File: src/rtl/pipelined_csel_adder.sv
// rtl/pipelined_csel_adder.sv - two-stage pipelined carry-select adder with valid/ready flow control
// Define CSEL_OVF_EN to add the registered signed-overflow output ovf.
module pipelined_csel_adder #(
  parameter int WIDTH = 16,
  parameter int BLK   = 4
) (
  input  logic             clk,
  input  logic             rst,
  input  logic             in_valid,
  output logic             in_ready,
  input  logic [WIDTH-1:0] a,
  input  logic [WIDTH-1:0] b,
  input  logic             cin,
  output logic             out_valid,
  input  logic             out_ready,
  output logic [WIDTH-1:0] sum,
  output logic             cout
`ifdef CSEL_OVF_EN
 ,output logic             ovf
`endif
);

  localparam int  BLK_SAFE = (BLK >= 1) ? BLK : 1;
  localparam bit  CFG_OK   = (BLK >= 1) && (WIDTH >= BLK) && ((WIDTH % BLK_SAFE) == 0);
  localparam int  NB       = (WIDTH / BLK_SAFE >= 1) ? WIDTH / BLK_SAFE : 1;

  generate
    if (!CFG_OK) begin : g_bad_cfg
      $error("pipelined_csel_adder: WIDTH must be a multiple of BLK with WIDTH >= BLK >= 1");
    end
  endgenerate

  logic                     en;
  logic [NB-1:0][BLK_SAFE-1:0] s0_d, s1_d, s0_q, s1_q;
  logic [NB-1:0]            c0_d, c1_d, c0_q, c1_q;
  logic                     cin_q, v1_q;
  logic [WIDTH-1:0]         sum_d, sum_q;
  logic                     cout_d, cout_q, out_valid_q;

  // A stalled output freezes the whole pipe; otherwise every stage advances.
  assign en        = !out_valid_q || out_ready;
  assign in_ready  = en;
  assign out_valid = out_valid_q;
  assign sum       = sum_q;
  assign cout      = cout_q;

  always_comb begin
    s0_d = '0;
    s1_d = '0;
    c0_d = '0;
    c1_d = '0;
    for (int k = 0; k < NB; k++) begin
      {c0_d[k], s0_d[k]} = {1'b0, a[k*BLK_SAFE +: BLK_SAFE]} + {1'b0, b[k*BLK_SAFE +: BLK_SAFE]};
      {c1_d[k], s1_d[k]} = {1'b0, a[k*BLK_SAFE +: BLK_SAFE]} + {1'b0, b[k*BLK_SAFE +: BLK_SAFE]}
                           + {{BLK_SAFE{1'b0}}, 1'b1};
    end
  end

  always_ff @(posedge clk) begin
    if (rst) begin
      v1_q <= 1'b0;
    end else if (en) begin
      v1_q  <= in_valid;
      s0_q  <= s0_d;
      s1_q  <= s1_d;
      c0_q  <= c0_d;
      c1_q  <= c1_d;
      cin_q <= cin;
    end
  end

  always_comb begin
    logic carry;
    carry = cin_q;
    sum_d = '0;
    for (int k = 0; k < NB; k++) begin
      sum_d[k*BLK_SAFE +: BLK_SAFE] = carry ? s1_q[k] : s0_q[k];
      carry                         = carry ? c1_q[k] : c0_q[k];
    end
    cout_d = carry;
  end

  always_ff @(posedge clk) begin
    if (rst) begin
      out_valid_q <= 1'b0;
      sum_q       <= '0;
      cout_q      <= 1'b0;
    end else if (en) begin
      out_valid_q <= v1_q;
      sum_q       <= sum_d;
      cout_q      <= cout_d;
    end
  end

`ifdef CSEL_OVF_EN
  logic a_msb_q, b_msb_q, ovf_d, ovf_q;

  assign ovf_d = (a_msb_q == b_msb_q) && (sum_d[WIDTH-1] != a_msb_q);
  assign ovf   = ovf_q;

  always_ff @(posedge clk) begin
    if (en) begin
      a_msb_q <= a[WIDTH-1];
      b_msb_q <= b[WIDTH-1];
    end
  end

  always_ff @(posedge clk) begin
    if (rst) begin
      ovf_q <= 1'b0;
    end else if (en) begin
      ovf_q <= ovf_d;
    end
  end
`endif

endmodule

File: config.mk
export PLATFORM = sky130hd
export DESIGN_NAME = pipelined_csel_adder
export DESIGN_NICKNAME = d
export VERILOG_FILES = /design/src/rtl/pipelined_csel_adder.sv
export SDC_FILE = /design/constraint.sdc
export NUM_CORES = 1
export LEC_CHECK = 0
export ABC_AREA = 1
export CAP_MARGIN = 25
export CORE_ASPECT_RATIO = 1.25
export CORE_MARGIN = 5
export CORE_UTILIZATION = 52
export DETAILED_ROUTE_END_ITERATION = 6
export GPL_TIMING_DRIVEN = 0
export PLACE_DENSITY = 0.85
export SLEW_MARGIN = 10
export SYNTH_ARGS = -nofsm -noshare
export SYNTH_HDL_FRONTEND = slang
export SYNTH_SLANG_ARGS = --single-unit
File: constraint.sdc
create_clock -name clk -period 2.96 [get_ports clk]
set_input_delay 0.888 -clock clk [delete_from_list [all_inputs] [get_ports clk]]
set_output_delay 0.888 -clock clk [all_outputs]
set_load 0.005 [all_outputs]
## Word level (Yosys, flattened, before mapping)

Cells that the tools add are included.

| word-level totals | value |
|---|---|
| latch bits | 0 |
| memory bits (read-only) | 0 |
| bits in registers | 60 |
| bits of input ports | 37 |
| word-level logic and storage cells | 35 |
| memories | 0 |
| RAM bits | 0 |
| output and inout port bits | 19 |

| operators by class | value |
|---|---|
| magnitude comparators | 0 |
| add/sub/neg operators | 8 |
| shift operators | 0 |
| divide/modulo/power cells | 0 |
| $mul | 0 |
| muxes and demuxes | 8 |
| equality and inequality tests | 0 |
| bitwise logic cells | 1 |
| reduce and logical (&&, ||, !) cells | 3 |

Operator list:

| kind | number |
|---|---|
| adder 4 x 4 -> 5 bit | 4 |
| adder 5 x 1 -> 5 bit (second input constant) | 4 |
| two-way mux 4 bit | 4 |
| two-way mux 1 bit | 4 |
| AND reduction 2 bit | 1 |
| logical NOT 1 bit | 1 |
| logical OR 1 bit | 1 |
| inverter 1 bit | 1 |

## Logic depth before layout (Yosys ltp)

Gate-level depths: netlist of the first run.

| depth | value |
|---|---|
| depth in word-level cells | 4 |
| depth in mapped cells | 10 |

## Worst setup path before layout of the first run

No wires, ideal clock.

| timing | value |
|---|---|
| path type | in2reg |
| from | in a[4] |
| to | reg c1_q[1], data pin |
| path slack | 599 ps |
| buffers on the path | 0 |
| library setup time | 252 ps |
| arrival time | 2109 ps |
| cell stages on the path | 10 |
| path through | ha_1 -> inv_1 -> fa_1 -> inv_1 -> ha_1 -> inv_1 -> nor2_1 -> nand2_1 -> nand2_1 -> nand2_1 |

RTL lines:

| what | line | source |
|---|---|---|
| from (decl) | 11 | `input logic [WIDTH-1:0] a,` |
| to (signal assigned) | 67 | `c1_q <= c1_d;` |
| to (decl) | 35 | `logic [NB-1:0] c0_d, c1_d, c0_q, c1_q;` |

## Worst setup path in the final report of the first run

| timing | value |
|---|---|
| from | in out_ready |
| to | out in_ready |

| between the ends | value |
|---|---|
| cells in the longest elaborated chain, start to end | 1 |

Ends and longest elaborated chain:

| what | line | source |
|---|---|---|
| from (decl) | 15 | `input logic out_ready,` |
| logical OR 1 bit | 41 | `assign en = !out_valid_q \|\| out_ready;` |
| to (decl) | 10 | `output logic in_ready,` |

Every way passes these cells.

==> results.yml, run 1 <==
outcome:
  status: "finished, final reports clean"
die:
  design.core.area_um2: 5779
  die-height_um: 95.84
  start_util_pct: 53.04
  die_width_um: 78.68
  dieArea_um2: 7540
  ios: 56
  rows: 31
yosys:
  synth_xor_area_share_pct: 4.408
  synth_area_um2: 3065
  synth_common_cells: "nand2_1 (46), edfxtp_1 (41), inv_1 (39)"
  synthArstFlopShare_pct: 0
  synth_top_family_by_area: "simple AND/OR/NAND/NOR gates"
  synthAdderAreaFrac_pct: 10.78
  avgSynthCellArea_um2: 10.72
  syn_inst: 286
  ys_types: 30
  yosysSeqAreaShare_pct: 52.57
  ys_seq_elements: 60
  synth_largest_area_cell: "edfxtp_1"
  synthSimpleGateAreaFrac_pct: 18.57
  synth_area_leaders: "edfxtp_1 (40%), dfxtp_1 (12%), ha_1 (8.2%), nand2_1 (5.6%), inv_1 (4.8%)"
  yosysMostFrequentCell: "nand2_1"
  synth-edff-count: 41
  synth_top_area_share_pct: 40.16
  ys.flop_type: "edfxtp_1"
  muxShareOfSynthArea_pct: 1.306
  synth_compound_area_share_pct: 6.000
  yosys_warnings: 0
  syn-num-nets: 347
routing:
  wirelength_mm: 5.317
  drtIter0Drc: 131
  antenna_left: 0
  remaining_drc_errors: 0
  vias: 2133
  drtPass1Iterations: 4
  wl_per_cell_um: 12.57
  vias_per_cell: 5.043
sta:
  slew_violations: 0
  setup_violations: 0
  fin_ws_ns: 0.06786
  worst_pin_slew_ns: 0.3653
  fin_hold_ws_ns: 0.4455
  final_hold_viol_count: 0
  slew-limit-headroom_pct: 75.62
  rsz0062_at_grt: "no"
  fmaxAchievable_mhz: 345.8
  fin_crit_ns: 2.892
  finalCritPeriodShare_pct: 97.71
  worst_clock_skew_ns: 0.006437
placement:
  place.port_buffers: 55
  dp_hpwl_mm: 4.077
  placedCellCount: 407
  place_congestion: 0.8163
  placed_area_um2: 3699
  pre_cts_ws_ns: -0.01134
critical_path:
  startpoint_type: "input port"
  cp.arrival_ns: 2.00
  crit_path_max_fanout: 3
  crit_chain: "clkdlybuf4s50_1 -> nor2_2 -> inv_2 -> clkdlybuf4s50_1"
  cp_slowest_cell: "clkdlybuf4s50_1"
  crit_path_max_incr_delay_ns: 0.44
  crit_required_ns: 2.07
  worst-setup-path-type: "in2out"
  critPathCaptureType: "output port"
  worst_path_most_repeated_cell: "clkdlybuf4s50_1"
finish:
  area_growth_syn_to_layout_pct: 26.29
  fin_nets: 413
  insertedDiodeCount: 0
  fin_area_um2: 3871
  fin_util_pct: 66.98
  final_cells: 423
  drive_above_1_share_pct: 10.36
cts:
  cts_sinks: 60
  holdBufCountCts: 0
  cts_buffers: 9
  cts_tree: "done"
  cts.repair.resized: 0
  cts-root-buf: "clkbuf_8"
  post_cts_buffers: 0
  clk_latency_ns: 0.32
  cts.path.max_buffers: 2
  path_clk_slew_ns: 0.06
  htreeDepth: 3
power:
  p_comb_share_pct: 20.8
  cellPowerDensity_nw_per_um2: 556.5
  swShare_pct: 25.86
  seqPwrFrac_pct: 49.6
  worst_ir_drop_vdd_mv: 0.2488
  p_leak_nw: 1.649
  cell_internal_pwr_w: 0.001597
  pwr-share-clk_pct: 29.5
  power.switching_w: 0.0005571
grt:
  grt_pass1_vias: 2245
  grt_max_degree: 51
  antenna_found_initial: 0
  grt.overflow.total: 0
  grt_usage_pct: 15.71
  grt_pass1_wl_mm: 9.052
flow_run:
  cap_violations: 0
worst_hold_path:
  min_path_type: "reg2reg"
registers in the layout (all words and copies together), names as in the netlist:
signal and count:
c0_q 4, cin_q 1, out_valid 1, s0_q 16
c1_q 4, v1_q 1, s1_q 16, cout 1
sum 16
routing by layer:
layer | global-route usage, % | wire length (µm) | vias up
li1 | - | - | 1089
met1 | 14.20 | 1946 | 997
met2 | 30.45 | 3039 | 43
met3 | 4.401 | 270 | 4
met4 | 9.767 | 61 | 0
met5 | 0 | 0 | -
stage by stage:
| step | TNS, ns | power [W] |
|---|---|---|
| 2_1_floorplan | 0 | 0.001353 |
| 3_3_place_gp | 0 | 0.001511 |
| 3_5_place_dp | -0.01134 | 0.001538 |
| 4_1_cts | 0 | 0.002177 |
| 5_1_grt | 0 | 0.002280 |
| 6_report | 0 | 0.002154 |
logic make-up (layout without fill, tap and decap cells):
logic type | after synthesis | after routing
AOI/OAI and AO/OA | 35 | 35
xor gates and xnor gates | 12 | 12
adders and majority gates | 24 | 24
buffers and inverters | 44 | 115
DFF | 60 | 60
muxes | 4 | 4
and+or+nand+nor | 107 | 107
worst paths after layout:
check / startpoint / to / slack [ns] / depth (start not counted)
setup / recovery: out_ready / in_ready / 0.07 / 4
setup reg to reg: out_valid / sum[10] / 1.43 / 6
hold reg to reg: cout / cout / 0.45 / 2
hold / removal: cout / cout / 0.45 / 2
area by class of cell:
class                           count  area, µm²
Buffer                              3      36.28
Clock buffer                       14      162.7
Clock inverter                      2      10.01
Fill cell                         454       1908
Inverter                           41      158.9
Multi-Input combinational cell    182       1259
Sequential cell                    60       1612
Tap cell                           66      82.58
Timing Repair Buffer               55      550.5
cells in the final DEF (no fill, tap or decap):
cell | netlist | final
nand3b_1 | 6 | 6
nor2_4 | 1 | 1
inv_6 | 1 | 1
edfxtp_1 | 41 | 41
o21ai_0 | 15 | 15
a22o_1 | 1 | 1
nor3_1 | 2 | 2
clkbuf_8 | 1 | 12
nand3_1 | 18 | 18
inv_1 | 39 | 39
o21ai_1 | 5 | 5
mux2i_1 | 4 | 4
inv_2 | 1 | 1
nor2_1 | 20 | 20
nor2_2 | 2 | 2
nand2_4 | 3 | 3
fa_1 | 4 | 4
xor2_1 | 6 | 6
nand3_4 | 3 | 3
clkbuf_1 | 0 | 3
nand2_2 | 1 | 1
clkdlybuf4s50_1 | 0 | 55
dfxtp_1 | 19 | 19
nand2_1 | 46 | 46
nand2_8 | 1 | 1
a21oi_1 | 12 | 12
nand3_2 | 4 | 4
xnor2_1 | 2 | 2
o21bai_1 | 2 | 2
ha_1 | 20 | 20
xor2_2 | 4 | 4
clkinv_2 | 0 | 2
buf_6 | 2 | 2
power groups by stage:
stage          Combinational (W)  Clock [W]  Sequential [W]
3_5_place_dp            0.000452          0         0.00109
4_1_cts                 0.000455   0.000652         0.00107
3_3_place_gp            0.000430          0         0.00108
2_1_floorplan           0.000271          0         0.00108
5_1_grt                 0.000511   0.000691         0.00108
6_report                0.000449   0.000636         0.00107
worst max-delay path: cells and delay by family:
family | cells | cell delay [ns]
and+or+nand+nor | 1 | 0.19
buffers and inverters | 3 | 0.93
(Power assumes the default switching activity.)
==> run 2: changes to the inputs <==
--- a/config.mk
+++ b/config.mk
@@ -8,2 +8,3 @@
 export ABC_AREA = 1
+export ABC_CLOCK_PERIOD_IN_PS = 2960
 export CAP_MARGIN = 25
@@ -15,2 +16,3 @@
 export PLACE_DENSITY = 0.85
+export SETUP_SLACK_MARGIN = 0.05
 export SLEW_MARGIN = 10
==> constraint.sdc (replaced) <==
create_clock -name clk -period 2.96 [get_ports clk]
set_input_delay 0.592 -clock clk [delete_from_list [all_inputs] [get_ports clk]]
set_output_delay 0.592 -clock clk [all_outputs]
set_load 0.005 [all_outputs]
==> results of run 2 <==
Same layout as run 1 (identical final DEF). Status: finished, final reports clean.
Main changes from that run: setup slack after placement -0.01134 ns -> 0.2847 ns; setup slack after layout 0.06786 ns -> 0.6117 ns; start point of the critical path out_ready -> a[12]; end point of the critical path in_ready -> c1_q[3]
